File: config.mk
export PLATFORM = sky130hd
export DESIGN_NAME = step_sequencer
export DESIGN_NICKNAME = d
export VERILOG_FILES = /design/src/rtl/step_sequencer.sv
export SDC_FILE = /design/constraint.sdc
export NUM_CORES = 1
export LEC_CHECK = 0
export ABC_AREA = 0
export CORE_MARGIN = 2
export CORE_UTILIZATION = 55
export CTS_BUF_LIST = sky130_fd_sc_hd__clkbuf_2
export CTS_CLUSTER_SIZE = 8
export DETAILED_ROUTE_END_ITERATION = 12
export GPL_ROUTABILITY_DRIVEN = 1
export PLACE_DENSITY = 0.78
export SLEW_MARGIN = 20
export SYNTH_ARGS = -nofsm -noshare
export SYNTH_HDL_FRONTEND = slang
export SYNTH_SLANG_ARGS = --single-unit
export TNS_END_PERCENT = 30
File: constraint.sdc
create_clock -name clk -period 2.53 [get_ports clk]
set_clock_uncertainty 0.1 [all_clocks]
set_input_delay 0.759 -clock clk [delete_from_list [all_inputs] [get_ports clk]]
set_output_delay 0.759 -clock clk [all_outputs]
set_load 0.01 [all_outputs]
File: src/rtl/step_sequencer.sv
// Autonomous 8-step pattern player feeding the signal generator's register-write port.
// Each step emits a NOTE write (period A) then a VOL write (volume A), then waits out the tempo.
module step_sequencer #(
  parameter int TICK_DIV = 256
) (
  input  logic       clk,
  input  logic       rst,
  input  logic       run,
  input  logic [7:0] tempo,
  input  logic [3:0] vol_level,
  input  logic       load_en,
  input  logic [2:0] load_addr,
  input  logic [7:0] load_data,
  output logic       write_strobe,
  output logic [2:0] address,
  output logic [4:0] data,
  output logic [2:0] step,
  output logic       busy,
  output logic [2:0] dbg_state
);

  // write_strobe is a one-cycle qualifier for address/data; the receiver has no back-pressure.
  typedef enum logic [2:0] {
    S_IDLE = 3'd0,
    S_NOTE = 3'd1,
    S_VOL  = 3'd2,
    S_WAIT = 3'd3,
    S_MUTE = 3'd4
  } state_t;

  localparam int CW = $clog2(256 * TICK_DIV) + 1;

  state_t        r_state;
  state_t        w_next;
  logic [7:0]    r_mem [8];
  logic [7:0]    r_entry;
  logic [CW-1:0] r_cnt;
  logic [2:0]    r_step;
  logic          r_stop;
  logic          r_strobe;
  logic [2:0]    r_addr;
  logic [4:0]    r_data;
  logic          r_busy;

  logic          w_expire;
  logic [2:0]    w_step_next;
  logic [CW-1:0] w_load;
  logic [4:0]    w_vol;

  // WAIT spans (tempo+1)*TICK_DIV-2 cycles; counting down to zero inclusive needs a load of N-3.
  assign w_load      = CW'((int'(tempo) + 1) * TICK_DIV - 3);
  assign w_expire    = (r_cnt == '0);
  assign w_step_next = (r_entry[1] || r_step == 3'd7) ? 3'd0 : r_step + 3'd1;

  always_comb begin
    w_vol = {1'b0, vol_level};
    if (!r_entry[7])
      w_vol = 5'd0;
    else if (r_entry[0])
      w_vol = 5'h0F;
  end

  always_comb begin
    w_next = r_state;
    case (r_state)
      S_IDLE:  if (run) w_next = S_NOTE;
      S_NOTE:  w_next = S_VOL;
      S_VOL:   w_next = (!run || r_stop) ? S_MUTE : S_WAIT;
      S_WAIT: begin
        if (!run)
          w_next = S_MUTE;
        else if (w_expire)
          w_next = S_NOTE;
      end
      S_MUTE:  w_next = S_IDLE;
      default: w_next = S_IDLE;
    endcase
  end

  always_ff @(posedge clk) begin
    if (!rst) begin
      r_state  <= S_IDLE;
      r_entry  <= 8'd0;
      r_cnt    <= '0;
      r_step   <= 3'd0;
      r_stop   <= 1'b0;
      r_strobe <= 1'b0;
      r_addr   <= 3'd0;
      r_data   <= 5'd0;
      r_busy   <= 1'b0;
      for (int i = 0; i < 8; i++) r_mem[i] <= 8'd0;
    end else begin
      r_state  <= w_next;
      r_strobe <= 1'b0;
      r_busy   <= (r_state != S_IDLE);
      if (load_en) r_mem[load_addr] <= load_data;
      case (r_state)
        S_IDLE: if (run) r_entry <= r_mem[r_step];
        S_NOTE: begin
          r_strobe <= 1'b1;
          r_addr   <= 3'd0;
          r_data   <= r_entry[6:2];
          r_stop   <= !run;
        end
        S_VOL: begin
          r_strobe <= 1'b1;
          r_addr   <= 3'd2;
          r_data   <= w_vol;
          r_cnt    <= w_load;
        end
        S_WAIT: begin
          if (run && w_expire) begin
            r_step  <= w_step_next;
            r_entry <= r_mem[w_step_next];
          end else begin
            r_cnt <= r_cnt - 1'b1;
          end
        end
        S_MUTE: begin
          r_strobe <= 1'b1;
          r_addr   <= 3'd2;
          r_data   <= 5'd0;
          r_step   <= 3'd0;
          r_stop   <= 1'b0;
        end
        default: ;
      endcase
    end
  end

  assign write_strobe = r_strobe;
  assign address      = r_addr;
  assign data         = r_data;
  assign step         = r_step;
  assign busy         = r_busy;
  assign dbg_state    = r_state;

endmodule

== Word level (Yosys, flattened, before mapping) ==
Memory sizes are Yosys's and may differ from the RTL's. A register that Yosys moved wholly into a read port is not among the register bits.
Cells that the tools add are included.
Operators by class
  add/sub/neg operators: 4
  equality and inequality tests: 9
  muxes and demuxes: 28
  reductions and logical operators: 20
Operators by type and width (count)
  one-hot mux 17 bit (2 select lines): 1
  two-way mux 3 bit: 9
  two-way mux 8 bit: 3
  logical NOT 17 bit: 1
  two-way mux 17 bit: 1
  subtractor 17 x 1 -> 17 bit, second input constant: 1
  subtractor 17 x 2 -> 17 bit, second input constant: 1
  one-hot mux 8 bit (2 select lines): 1
  one-hot mux 5 bit (3 select lines): 1
  one-hot mux 3 bit (2 select lines): 2
  one-hot mux 3 bit (4 select lines): 1
  nonzero test 2 bit: 5
  adder 8 x 1 -> 9 bit, second input constant: 1
  two-way mux 4 bit: 2
  OR reduction 8 bit: 1
  equality test 3 x 2 -> 1 bit, second input constant: 2
  equality test 3 bit, second input constant: 2
  two-way mux 1 bit: 6
  != test 2 bit, second input constant: 3
  AND reduction 2 bit: 3
  nonzero test 3 bit: 2
  adder 3 x 1 -> 3 bit, second input constant: 1
  equality test 3 x 1 -> 1 bit, second input constant: 1
  logical NOT 3 bit: 1
  8 further kinds: 9
Word-level totals
  bits in registers: 42
  RAM bits: 64
  word-level logic and storage cells: 71
  memories: 1
Memory list
  r_mem: words 8, bits a word 8, rd ports 2, clocked after Yosys merged registers in 1, write ports 8, RTL line 35  | logic [7:0] r_mem [8];

== Depth between registers and ports, before layout ==
  depth after elaboration: 7
  mapped depth: 10
  depth with buffers taken out: 8

== Least setup slack after synthesis ==
No wires, ideal clock.
  kind: input to register
  start point: input port tempo[0]
  end point: register r_cnt[14]
  setup time: 120 ps
  arrival: 2516 ps
  data required time: 2310 ps
  slack: -206 ps
  cell stages on the path: 7
  path buffers: 0
  cell sequence: ha_1 and2_1 or3b_2 o31ai_1 or3b_2 mux2i_1 o31a_1
Between the ends
  word-level cells in the longest chain between the ends: 3
Ends and longest elaborated chain
  start: declaration: RTL line 9  | input logic [7:0] tempo,
  adder 8 x 1 -> 9 bit: RTL line 51  | assign w_load = CW'((int'(tempo) + 1) * TICK_DIV - 3);
  subtractor 17 x 2 -> 17 bit: RTL line 51
  one-hot mux 17 bit (2 select lines): RTL line 97  | case (r_state)
  end signal: assignment: RTL line 109  | r_cnt <= w_load;
  end signal: assignment: RTL line 116  | r_cnt <= r_cnt - 1'b1;
  end: declaration: RTL line 37  | logic [CW-1:0] r_cnt;
No other way between the ends.
A chain may end at the register's enable or synchronous reset.

== Worst setup path in the final report ==
  start point: register r_step[2] (netlist: step[2])
  end point: output port step[2]
RTL lines
  start: declaration: RTL line 38  | logic [2:0] r_step;
  start signal: assignment: RTL line 113  | r_step <= w_step_next;
  end: declaration: RTL line 17  | output logic [2:0] step,
No word-level cell between the ends.

==> summary.md <==
| Metric | Value |
|---|---|
| Comb power frac | 18.3% |
| Series of cell instances along the critical path | clkdlybuf4s50_1 |
| Kind of path behind the tightest hold check | reg -> reg |
| RD Place Congestion | 0.981 |
| Share of the core filled with cells in the final layout | 65.9% |
| Ys flop type | edfxtp_1 |
| Finish-stage setup viols | 0 |
| Synthesized area per cell | slightly below 10 sq um |
| DR pass1 iterations | 5 |
| Share of layout cells above drive strength 1 | around 16% |
| Pin count of the biggest net entering global routing | 26 |
| Via count of the first global-routing pass | 4895 |
| Final-report hold violation count | 0 |
| Sum of routed wire length over all layers | 14.8 mm |
| Worst hold path stage count | 1 |
| Critical path's largest stage delay | 0.56 ns |
| Largest cells by area after synthesis | edfxtp_1 (32%), dfxtp_1 (14%), and2_1 (6.8%) |
| Fillcell total | 852 |
| Die boundary width | about 110 microns |
| Library cell used as clock root buffer | clkbuf_2 |
| TritonCTS clock tree | done |
| Shortest period the worst path allows | 2.46 ns |
| Wire length of the first global-routing pass | 23.8 mm |
| Total number of yosys warnings | 0 |
| Floorplan die area | 0.0119 sq mm |
| Buffers from clock root to sink, at most | 2 |
| Count of flip-flops with a built-in enable after synthesis | 64 |
| Worst slew margin | 51.5% |
| GRT overflow | 0 |
| Max Freq | between 0.4 and 0.5 GHz |
| H-tree depth | 3 |
| Antenna Violating Nets Remaining | 0 |
| DR DRC count | 0 |
| Number of antenna repair diodes | 0 |
| 1st-iter DRT viols | 589 |
| Total power after layout | 0.00349 W |
| Clock-pin slew reported for the worst setup and hold paths after clock tree synthesis | 0.26 ns |
| Outcome | finished clean |
| Net load switching power | 0.000998 W |
| Largest area contributor in the netlist | edfxtp_1 |
| Core box area | 0.0108 sq mm |
| Worst Reg2Reg Path Length in Cells | 9 |
| Y dimension of the die | 109 microns |
| Synthesized area | ~0.006 sq mm |
| Seq cells post-synth | 107 |
| Power density cells | 489 mW/mm^2 |
| Max Cap Violations | 0 |
| Part of the power in registers | 58.6% |
| Startpoint type of the worst setup path | flop |
| GR Util All Layers | 26.0% |
| Number of buffers inserted by port buffering | 40 |
| CP bufs+invs | 1 |
| Crit path depth | 1 |
| Switching Share | 28.6% |
| Cell type of the slowest stage on the worst timing path | clkdlybuf4s50_1 |
| Number of nets in the final layout | 727 |
| Post-synth cell types | 56 |
| Non-filler instance count after layout | around 840 |
| Relative area change from synthesis to final layout | 17.2% |
| Leading post-synthesis cells by instance count | and2_1 (66), edfxtp_1 (64), nor2_1 (53), a21oi_1 (50), dfxtp_1 (43) |
| DP Wirelength | 11.0 mm |
| Area share of the largest cell type after synthesis | a little under a third |
| Category of the critical setup timing path | reg -> out |
| Crit. End Element | output port |
| Portion of the post-synthesis area used by sequential elements | between 40% and 50% |
| Worst IR Drop VDD | 0.000444 V |
| Cell family with the largest share of critical-path delay | buffers and inverters |
| Design internal power | around 0.0025 W |
| Library cell with the highest instance count after synthesis | and2_1 |
| Clock latency at the later pin of the worst-skew pair | around 0.6 ns |
| Critical Path AT | 1.60 ns |
| Via Count | about 5000 |
| Hold slack | slightly above 0.4 ns |
| Cts bufs inserted | 9 |
| Placed Cells | 819 |
| Maximum fanout along the worst path | 3 |
| Static leakage power | between 2 and 3 nW |
| Max Transition Viols Final | 0 |
| Number of sinks driven by the clock tree | 107 |
| Clock share of power | 23.1% |
| TNS Setup | 0 ns |
| Per-cell routed wire length | ~18 microns |
| Setup repair after global routing missed its margin | no |
| IO Count | 43 |
| Num rows | 38 |
| Data required time at the worst endpoint | 1.67 ns |
| Number of standard cells after synthesis | 621 |
| Number of antenna violations at the first check in global routing | 0 |
| Async set-reset flop share out of synthesis | 0% |
| Portion of the clock cycle consumed by the worst path in the final layout | 97.3% |
| Starting Density | a little under three fifths |
| Routed via count divided by cell count | 5.97 |
| Worst Max-Slew Pin Slew | 0.726 ns |
==> state kept, by name, indices dropped and copies added, names as in the netlist, 3 cells and up, named ones only <==
name,flops
r_mem,64
r_cnt,17
r_entry,8
data,5
dbg_state,3
step,3
==> cell families after synthesis <==
group / Yosys count / synth area share (%)
flops: 107 / 45.7
fa+ha+maj: 6 / 1.23
simple gates: 241 / 21.4
mux: 41 / 10.2
buf+inv: 62 / 4.56
xor+xnor: 16 / 2.30
other cells: 1 / 0.0615
compound gates: 147 / 14.5
==> final timing paths <==
check | startpoint | to | slack [ns]
worst max-delay path | step[2]$_SDFFE_PN0P_ | step[2] | 0.07
worst min-delay path | r_stop$_SDFFE_PN0P_ | dbg_state[0]$_SDFFE_PN0P_ | 0.41
worst max register to register | step[0]$_SDFFE_PN0P_ | r_entry[4]$_SDFFE_PN0P_ | 0.09
worst min register to register | r_stop$_SDFFE_PN0P_ | dbg_state[0]$_SDFFE_PN0P_ | 0.41
==> worst reg2reg max path, delay by kind of cell (launching register included) <==
kind | cells | cell delay (ns)
AO/OA/AOI/OAI | 4 | 0.86
adder cells (fa/ha/maj) | 2 | 0.41
buffers and inverters | 1 | 0.14
flip-flops | 1 | 0.42
AND/OR/NAND/NOR | 2 | 0.43
==> area by class of cell <==
class	instances	area [sq um]	area share [%]
flip-flops and latches	107	2800	39.2
clock inverters	6	70.1	0.981
well taps	140	175	2.45
clock buffers	10	50.0	0.701
inverters	24	90.1	1.26
multi-input cells	453	3080	43.1
repair buffers	99	882	12.4
==> cell usage in the layout (no fill, tap or decap), types with 3 or more instances in the layout <==
master            n
nand4_1           4
nand2_1          34
edfxtp_1         64
dfxtp_4           3
and2_1           65
clkdlybuf4s50_1  38
dfxtp_1          39
o22ai_1           8
a31oi_1          13
nand2b_1         11
a32o_1            7
xor2_1            8
nor3_1           27
nor2_1           53
or3_1             4
o21ai_0          36
xnor2_1           8
o211ai_1          8
nor4_1            3
nand3_1          14
inv_6             3
a211oi_1          6
clkbuf_2         10
or3b_4            3
buf_4            57
nor3_2            3
o21ai_1           3
mux2i_1          24
a21oi_1          50
ha_1              5
inv_1            24
mux4_2           17
==> stage by stage <==
stage / setup WS (ns) / cell area [sq um]
2_1_floorplan: 0.0693 / 6120
3_3_place_gp: -0.480 / 6920
3_5_place_dp: -0.509 / 6920
4_1_cts: 0.00744 / 7110
5_1_grt: 0.00419 / 7140
6_report: 0.0692 / 7140
==> timing repair <==
item / 4_1_cts / 5_1_grt
gates resized for setup: 9 / 9
cloned: 1 / 0
hold endpoints to repair: 0 / 0
hold buffers: 0 / 0
setup endpoints to repair: 3 / 10
pin swaps: 0 / 0
buffers inserted: 1 / 2
==> power by group through the flow <==
| stage | registers [W] | clock network [W] | logic, W |
|---|---|---|---|
| after floorplan | 0.00205 | 0 | 0.000387 |
| after global placement | 0.00207 | 0 | 0.000602 |
| after detailed placement | 0.00208 | 0 | 0.000621 |
| after CTS | 0.00204 | 0.000814 | 0.000628 |
| after global routing | 0.00206 | 0.000871 | 0.000701 |
| final | 0.00204 | 0.000807 | 0.000640 |
==> metal layers <==
metal  GRT usage, %  routed length [microns]  vias up  share of wire, %
met5              0                        0        -                 0
met4           12.8                      616        0               4.2
met3           5.38                      808       44               5.5
met2           44.2                     7280      207                49
met1           31.4                     6050     2348                41
li1               -                        -     2413                 -
(Power assumes the default switching activity.)
